--- config.mk ---
export PLATFORM = sky130hd
export DESIGN_NAME = qsfp_led_driver
export DESIGN_NICKNAME = d
export VERILOG_FILES = /design/src/rtl/qsfp_led_pkg.sv /design/src/rtl/qsfp_led_blinker.sv /design/src/rtl/qsfp_led_driver.sv
export SDC_FILE = /design/constraint.sdc
export NUM_CORES = 1
export LEC_CHECK = 0
export ABC_AREA = 1
export BUFFER_PORTS_ARGS = -buffer_cell sky130_fd_sc_hd__buf_2
export CAP_MARGIN = 5
export CORE_ASPECT_RATIO = 0.5
export CORE_UTILIZATION = 28
export CTS_CLUSTER_SIZE = 8
export DETAILED_ROUTE_END_ITERATION = 10
export GPL_TIMING_DRIVEN = 0
export PLACE_DENSITY = 0.58
export SETUP_SLACK_MARGIN = 0.02
export SYNTH_ARGS = -nofsm -noshare
export SYNTH_HDL_FRONTEND = slang
export SYNTH_SLANG_ARGS = --single-unit
--- constraint.sdc ---
create_clock -name ctrlport_clk -period 2.2 [get_ports ctrlport_clk]
set_input_delay 0.44 -clock ctrlport_clk [delete_from_list [all_inputs] [get_ports ctrlport_clk]]
set_output_delay 0.44 -clock ctrlport_clk [all_outputs]
set_load 0.01 [all_outputs]
--- src/rtl/qsfp_led_pkg.sv ---
// qsfp_led_pkg: shared field offsets, ctrlport status codes and register address for the QSFP LED driver
package qsfp_led_pkg;
    localparam int Q0_LINK = 0;
    localparam int Q0_ACT  = 4;
    localparam int Q1_LINK = 8;
    localparam int Q1_ACT  = 12;
    typedef enum logic [1:0] {
        STS_OKAY   = 2'b00,
        STS_CMDERR = 2'b01,
        STS_TSERR  = 2'b10,
        STS_SLVERR = 2'b11
    } ctrlport_status_t;
    localparam logic [19:0] LED_REG_ADDR = 20'd0;
endpackage

--- src/rtl/qsfp_led_blinker.sv ---
// qsfp_led_blinker: blink phase generator with per-lane activity stretch
module qsfp_led_blinker #(
    parameter int BLINK_HALF_PERIOD = 2500000,
    parameter int STRETCH_PERIODS   = 3
) (
    input  logic       ctrlport_clk,
    input  logic       ctrlport_rst,
    input  logic [7:0] act,
    output logic [7:0] act_lit
);
    localparam int CW = $clog2(BLINK_HALF_PERIOD);
    logic [CW-1:0] cnt;
    logic          phase;
    logic          wrap;
    logic          tick;
    logic [3:0]    stretch [8];
    assign wrap = cnt == CW'(BLINK_HALF_PERIOD - 1);
    // a period ends when the lit half-phase wraps back to dark
    assign tick = wrap & phase;
    always_ff @(posedge ctrlport_clk) begin
        if (ctrlport_rst) begin
            cnt   <= '0;
            phase <= 1'b0;
        end else begin
            cnt   <= wrap ? '0 : cnt + 1'b1;
            phase <= phase ^ wrap;
        end
    end
    for (genvar i = 0; i < 8; i++) begin : g_lane
        always_ff @(posedge ctrlport_clk) begin
            if (ctrlport_rst)
                stretch[i] <= 4'd0;
            else
                stretch[i] <= act[i] ? 4'(STRETCH_PERIODS) :
                              (tick && stretch[i] != 4'd0) ? stretch[i] - 4'd1 : stretch[i];
        end
        assign act_lit[i] = (act[i] | (stretch[i] != 4'd0)) & phase;
    end
endmodule

--- src/rtl/qsfp_led_driver.sv ---
// qsfp_led_driver: ctrlport LED register decode and registered front-panel QSFP LED pins
module qsfp_led_driver
    import qsfp_led_pkg::*;
#(
    parameter logic [19:0] LED_REGISTER_ADDRESS = LED_REG_ADDR,
    parameter int          BLINK_HALF_PERIOD    = 2500000,
    parameter int          STRETCH_PERIODS      = 3,
    parameter bit          LED_ACTIVE_LOW       = 1'b1
) (
    input  logic        ctrlport_clk,
    input  logic        ctrlport_rst,
    input  logic        s_ctrlport_req_wr,
    input  logic        s_ctrlport_req_rd,
    input  logic [19:0] s_ctrlport_req_addr,
    input  logic [31:0] s_ctrlport_req_data,
    input  logic [3:0]  s_ctrlport_req_byte_en,
    output logic        s_ctrlport_resp_ack,
    output logic [1:0]  s_ctrlport_resp_status,
    output logic [31:0] s_ctrlport_resp_data,
    output logic [3:0]  qsfp0_led_link,
    output logic [3:0]  qsfp0_led_active,
    output logic [3:0]  qsfp1_led_link,
    output logic [3:0]  qsfp1_led_active
);
    localparam logic [3:0] POL = {4{LED_ACTIVE_LOW}};
    logic [15:0] led_reg;
    logic        ack_r;
    logic [31:0] data_r;
    logic        hit;
    logic        wr_hit;
    logic        rd_hit;
    logic [7:0]  act_lit;
    logic        unused;
    assign hit    = s_ctrlport_req_addr == LED_REGISTER_ADDRESS;
    assign wr_hit = s_ctrlport_req_wr & hit;
    assign rd_hit = s_ctrlport_req_rd & hit;
    assign unused = ^{s_ctrlport_req_byte_en[3:2], s_ctrlport_req_data[31:16]};
    qsfp_led_blinker #(
        .BLINK_HALF_PERIOD(BLINK_HALF_PERIOD),
        .STRETCH_PERIODS  (STRETCH_PERIODS)
    ) u_blinker (
        .ctrlport_clk(ctrlport_clk),
        .ctrlport_rst(ctrlport_rst),
        .act         ({led_reg[Q1_ACT +: 4], led_reg[Q0_ACT +: 4]}),
        .act_lit     (act_lit)
    );
    always_ff @(posedge ctrlport_clk) begin
        if (ctrlport_rst) begin
            led_reg          <= 16'd0;
            ack_r            <= 1'b0;
            data_r           <= 32'd0;
            qsfp0_led_link   <= POL;
            qsfp0_led_active <= POL;
            qsfp1_led_link   <= POL;
            qsfp1_led_active <= POL;
        end else begin
            ack_r  <= wr_hit | rd_hit;
            data_r <= rd_hit ? {16'd0, led_reg} : 32'd0;
            if (wr_hit && s_ctrlport_req_byte_en[0]) led_reg[7:0]  <= s_ctrlport_req_data[7:0];
            if (wr_hit && s_ctrlport_req_byte_en[1]) led_reg[15:8] <= s_ctrlport_req_data[15:8];
            qsfp0_led_link   <= led_reg[Q0_LINK +: 4] ^ POL;
            qsfp0_led_active <= act_lit[3:0] ^ POL;
            qsfp1_led_link   <= led_reg[Q1_LINK +: 4] ^ POL;
            qsfp1_led_active <= act_lit[7:4] ^ POL;
        end
    end
    // a response pending when reset arrives is never presented
    assign s_ctrlport_resp_ack    = ack_r & ~ctrlport_rst;
    assign s_ctrlport_resp_data   = data_r & {32{~ctrlport_rst}};
    assign s_ctrlport_resp_status = STS_OKAY;
endmodule

**Yosys cells after proc, flatten, opt, wreduce, memory -nomap -nowiden**

Memories as Yosys holds them, arrays and structs flattened.
Cells that the tools add are included.

- Flip-flop bits (word level): 88
- Logic and storage cells: 107
- Bits in writable memories: 32
- Memories kept: 1
- Input port bits: 60

- Muxes and demuxes: 27
- Bitwise logic cells: 37
- Reductions and logical operators: 21
- $add $sub $neg: 9
- Eq/ne operators: 1

Memories:

| name | depth | bits a word | read ports | clocked after Yosys merged registers in | wr ports | RTL line | RTL |
|---|---|---|---|---|---|---|---|
| u_blinker.stretch | 8 | 4 | 8 | 0 | 8 | qsfp_led_blinker.sv:16 | `logic [3:0] stretch [8];` |

Operator list:

| kind | count |
|---|---|
| $mux W4 | 24 |
| $and A32 B32 Y32 | 1 |
| $reduce_bool A4 Y1 | 8 |
| $sub A4 B1 Y4 const B | 8 |
| $add A22 B1 Y22 const B | 1 |
| $eq A22 B22 Y1 const B | 1 |
| $logic_not A20 Y1 | 1 |
| $or A1 B1 Y1 | 17 |
| $not A4 Y4 | 4 |
| $and A1 B1 Y1 | 12 |
| $logic_and A1 B1 Y1 | 10 |
| $reduce_or A2 Y1 | 2 |
| $mux W1 | 3 |
| $not A1 Y1 | 2 |
| $xor A1 B1 Y1 | 1 |

**Depth between registers and ports, before layout**

- Depth after elaboration: 6
- Gate-level depth with buffers: 12
- Gate-level depth less buffers: 11

**By module**

A second synthesis with hierarchy kept.

- Cells, all modules: 705
- Area total of the unflattened synthesis: 4,916.0 µm²

By module, submodules not included:

| module | seq. area each (µm²) | times used | cells each | area an instance (µm²) |
|---|---|---|---|---|
| qsfp_led_blinker | 1,101.1 | 1 | 444 | 2,979.1 |
| qsfp_led_driver | 980.9 | 1 | 261 | 1,936.9 |

**Worst setup path after synthesis**

No wires, ideal clock.

- Path kind: register -> register
- From: reg u_blinker.cnt[0]
- To: mem u_blinker.stretch[6][3], in the netlist u_blinker.stretch[1][11]
- Buffers on the path: 1
- Arrival time: 1,858 ps
- Cell stages (with the launch flop): 13
- Period minus slack after synthesis: 1,978 ps
- Library setup time: 119 ps
- Slack: 222 ps
- Cell sequence: dfxtp_1 > ha_1 > nand3_2 > nor2_1 > nand2_1 > nor3_1 > ha_1 > buf_2 > nand2_1 > nor2_1 > nand3_1 > o21ai_0 > a21oi_1

RTL lines:

| what | RTL line | RTL |
|---|---|---|
| start: declaration | qsfp_led_blinker.sv:12 | `logic [CW-1:0] cnt;` |
| start signal: assignment | qsfp_led_blinker.sv:25 | `cnt <= wrap ? '0 : cnt + 1'b1;` |
| end: declaration | qsfp_led_blinker.sv:16 |  |

==> run summary <==
* finished clean — outcome
* 0 — final hold viol count
* 43.4% — fraction of power consumed by the clock network
* 90.9% — period utilization
* 43.2% — portion of synthesized cell area occupied by the leading cell type
* u_blinker.stretch: 32 flops, u_blinker.cnt: 22 flops — biggest regs
* sky130_fd_sc_hd__clkbuf_16 — Root Driver
* register — type of element launching the critical path
* reg -> reg — critical path type
* -182 ps — pre-CTS setup slack
* 4,210 — routed via count
* 12.2 ps — Worst Clk Skew
* ha_4, nand3_4, nor2_2, nand2_2, nor3_2, ha_2, buf_8, nand2_1, nor2_2, nand3_1, o21ai_0, a21oi_1 — worst-path cell chain
* 2450 ps — required time of the critical path
* 0 — EDFF count, synth
* 987 — non-filler cells in the finished layout
* 11.0 um — Avg WL per Cell
* 33 — standard-cell row count
* u_blinker.cnt[1]$_SDFF_PP0_ — startpoint of the worst register-to-register path
* sky130_fd_sc_hd__nor2_2 — cell occurring most often along the worst timing path
* 500 MHz — achievable frequency
* 0 — Remaining DRCs
* sky130_fd_sc_hd__nor2_1 (114), sky130_fd_sc_hd__inv_1 (113), sky130_fd_sc_hd__dfxtp_1 (104), sky130_fd_sc_hd__nand2_1 (95), sky130_fd_sc_hd__nand3_1 (30) — most instantiated cells after synthesis
* 655 — Synth Instances
* 111 — I/O pin cnt
* 825 — total number of nets in the final design
* 36 — synth unique cells
* 2 — largest buffer count on any clock path
* 0 — final setup violation count
* 8.13 mm — final HPWL from detailed placement
* sky130_fd_sc_hd__dfxtp_1 — Main synth FF type
* u_blinker.stretch[1][11]$_SDFFE_PP0P_ — terminus of the critical flop-to-flop path
* 188 um — Horiz. Die Dim
* 250 — initial DRC count
* 104 — register bit count reported by yosys
* 19 — pin count of the biggest net entering global routing
* 0% — async set-reset flop share out of synthesis
* 70 — I/O Buffers
* 12 — number of cells on the worst reg-to-reg path
* 694 ps — worst-margin pin slew
* 80 ps — clock transition time at the flip-flop clock pins of the worst setup and hold paths
* 350 ps — delay of the slowest critical-path stage
* u_blinker.stretch — Biggest register
* 5 — number of cells on the worst hold path
* 969 — number of cells in the design after placement
* sky130_fd_sc_hd__nor2_1 — most frequent cell after synthesis
* 29.0% — initial core utilization
* 4.27 — Vias/cell
* sky130_fd_sc_hd__dfxtp_2 — slowest cell on the critical path
* 0.00482 sq mm — post-synthesis instance area
* 200 ps — setup slack on the worst flop-to-flop path
* 2250 ps — crit path DAT
* 32 — max FFs per register
* 0 — Inserted Diodes
* 350 ps — clock latency of the later-clocked register in the worst-skew pair
* 0.0166 sq mm — area of the placeable core
* 23.1% — Net Sw Frac
* 10 — CP Max Fanout
* yes — TritonCTS clock tree
* 2810 uW — cell internal power dissipation
* 10.8 mm — Total Wirelength
* 2000 ps — final critical delay including setup and external delays
* 3 — count of H-tree levels built during CTS
* 0 — MaxCap Viol Count
* 200 ps — worst setup margin
* 0 — post-cts hold buffer count
* 619 mW/mm^2 — Power per Cell Area
* 3,914 — number of global-route vias before repair
* 0.000366 V — worst ir drop on vdd
* 0.0178 sq mm — full die area
* 53.6% — relative max-transition margin
* 22.4% — area growth from synthesis to layout
* 9 — number of buffers inserted during clock tree synthesis
* sky130_fd_sc_hd__dfxtp_1 — post-synth top area cell
* 0 — antenna-violating nets left
* 12.7% — global router's overall resource usage
* 0.857 — final RePlAce weighted congestion
* s_ctrlport_req_data[11] — worst hold path startpoint
* 43.2% — portion of the post-synthesis area used by sequential elements
* 0 — number of warnings printed during yosys synthesis
* register — CP endpoint kind
* sky130_fd_sc_hd__dfxtp_1 (43%), sky130_fd_sc_hd__nor2_1 (8.9%), sky130_fd_sc_hd__inv_1 (8.8%) — Synth area leaders
* 0 — leftover overflow at the end of global routing
* 4 — Initial DRT Pass Iterations
* 3650 uW — post-layout total power
* 0 — antenna violations before repair
* 104 — sinks on the clock net
* 4.7% — combinational share of power
* 845 uW — net switching power figure
* 411 ps — minimum hold slack
* 0.00241 uW — standby leakage power
* in -> reg — Hold WC Path Type
* false — setup repair after global routing missed its margin
* 0 — Pins Over Slew Limit
* 17.9 mm — first-pass GRT wire length
* 7.36 sq um — Avg Cell Area, Syn
* 22.1% — layout cells sized above 1
* 94.8 um — chip height
* 51.8% — sequential share of power
* led_reg[11]$_SDFFE_PP0P_ — end of the worst hold path
==> cell families after synthesis <==
| logic type | share of synthesized area (%) |
|---|---|
| fa+ha+maj | 2.60 |
| buf+inv | 13.8 |
| simple gates | 31.1 |
| other cells | 0.0778 |
| flops | 43.2 |
| compound gates | 7.24 |
| xor+xnor | 2.00 |
==> power by group through the flow <==
| stage | Clock, uW | Combinational, uW | Sequential, uW |
|---|---|---|---|
| final | 1590 | 172 | 1890 |
| after global routing | 1720 | 193 | 1890 |
| after CTS | 1630 | 172 | 1890 |
| after detailed placement | 0 | 171 | 1930 |
| after global placement | 0 | 168 | 1930 |
| after floorplan | 0 | 107 | 1930 |
==> worst max path at each step <==
stage / from / end / slack (ps) / cells past startpoint
after floorplan: u_blinker.cnt[0]$_SDFF_PP0_ / u_blinker.stretch[1][11]$_SDFFE_PP0P_ / 220 / 12
after global placement: u_blinker.cnt[0]$_SDFF_PP0_ / u_blinker.stretch[1][11]$_SDFFE_PP0P_ / -170 / 12
after detailed placement: u_blinker.cnt[0]$_SDFF_PP0_ / u_blinker.stretch[1][11]$_SDFFE_PP0P_ / -180 / 12
after CTS: u_blinker.cnt[0]$_SDFF_PP0_ / u_blinker.stretch[1][3]$_SDFFE_PP0P_ / 40 / 12
after global routing: u_blinker.cnt[0]$_SDFF_PP0_ / u_blinker.stretch[0][4]$_SDFFE_PP0P_ / 20 / 12
final: u_blinker.cnt[1]$_SDFF_PP0_ / u_blinker.stretch[1][11]$_SDFFE_PP0P_ / 200 / 12
==> stage by stage <==
| step | utilization [%] | cell area (sq um) | TNS (ps) |
|---|---|---|---|
| 6_report | 35.5 | 5900 | 0 |
| 5_1_grt | 35.5 | 5900 | 0 |
| 4_1_cts | 35.1 | 5830 | 0 |
| 3_5_place_dp | 33.3 | 5520 | -1770 |
| 3_3_place_gp | 33.3 | 5520 | -1470 |
| 2_1_floorplan | - | 4880 | 0 |
==> placed cells by master (no fill, tap or decap), drive strengths merged <==
master and count:
xnor2 1, xor2 10, clkinvlp 1, dfxtp 104
inv 120, a31oi 3, nand4 27, o21a 3
clkinv 1, nand2 97, and2 1, buf 98
nand3b 3, nor2 134, or2 5, nand3 33
clkbuf 19, o21ai 28, conb 18, ha 10
a21oi 29, nor3 15
==> worst max-delay path, delay by kind of cell, from the launching register on <==
kind | cells | cell delay (ps)
flip-flops | 1 | 350
AO/OA/AOI/OAI | 2 | 200
AND/OR/NAND/NOR | 7 | 780
adder cells (fa/ha/maj) | 2 | 410
buffers and inverters | 1 | 150
==> final cells by class <==
| class | instances | area, sq um |
|---|---|---|
| clock buffers | 11 | 253 |
| repair buffers | 72 | 365 |
| plain buffers | 34 | 234 |
| clock inverters | 5 | 45.0 |
| well taps | 227 | 284 |
| flip-flops and latches | 104 | 2080 |
| multi-input cells | 417 | 2190 |
| inverters | 117 | 439 |
| fillers | 1732 | 10700 |
==> metal layers <==
layer  GRT usage (%)  up-vias  part of all wire (%)
met3            3.05       27                   4.7
met4            6.57        0                   3.2
met5               0        -                     0
met1            14.9     1878                    46
li1                -     2201                     -
met2            21.8      104                    46
==> timing repair <==
action,in CTS,in global routing
buffers inserted,0,2
endpoints found under the setup margin,19,21
pin swaps,1,6
resized for setup,5,20
No activity file was read; power rests on OpenSTA's default activity.
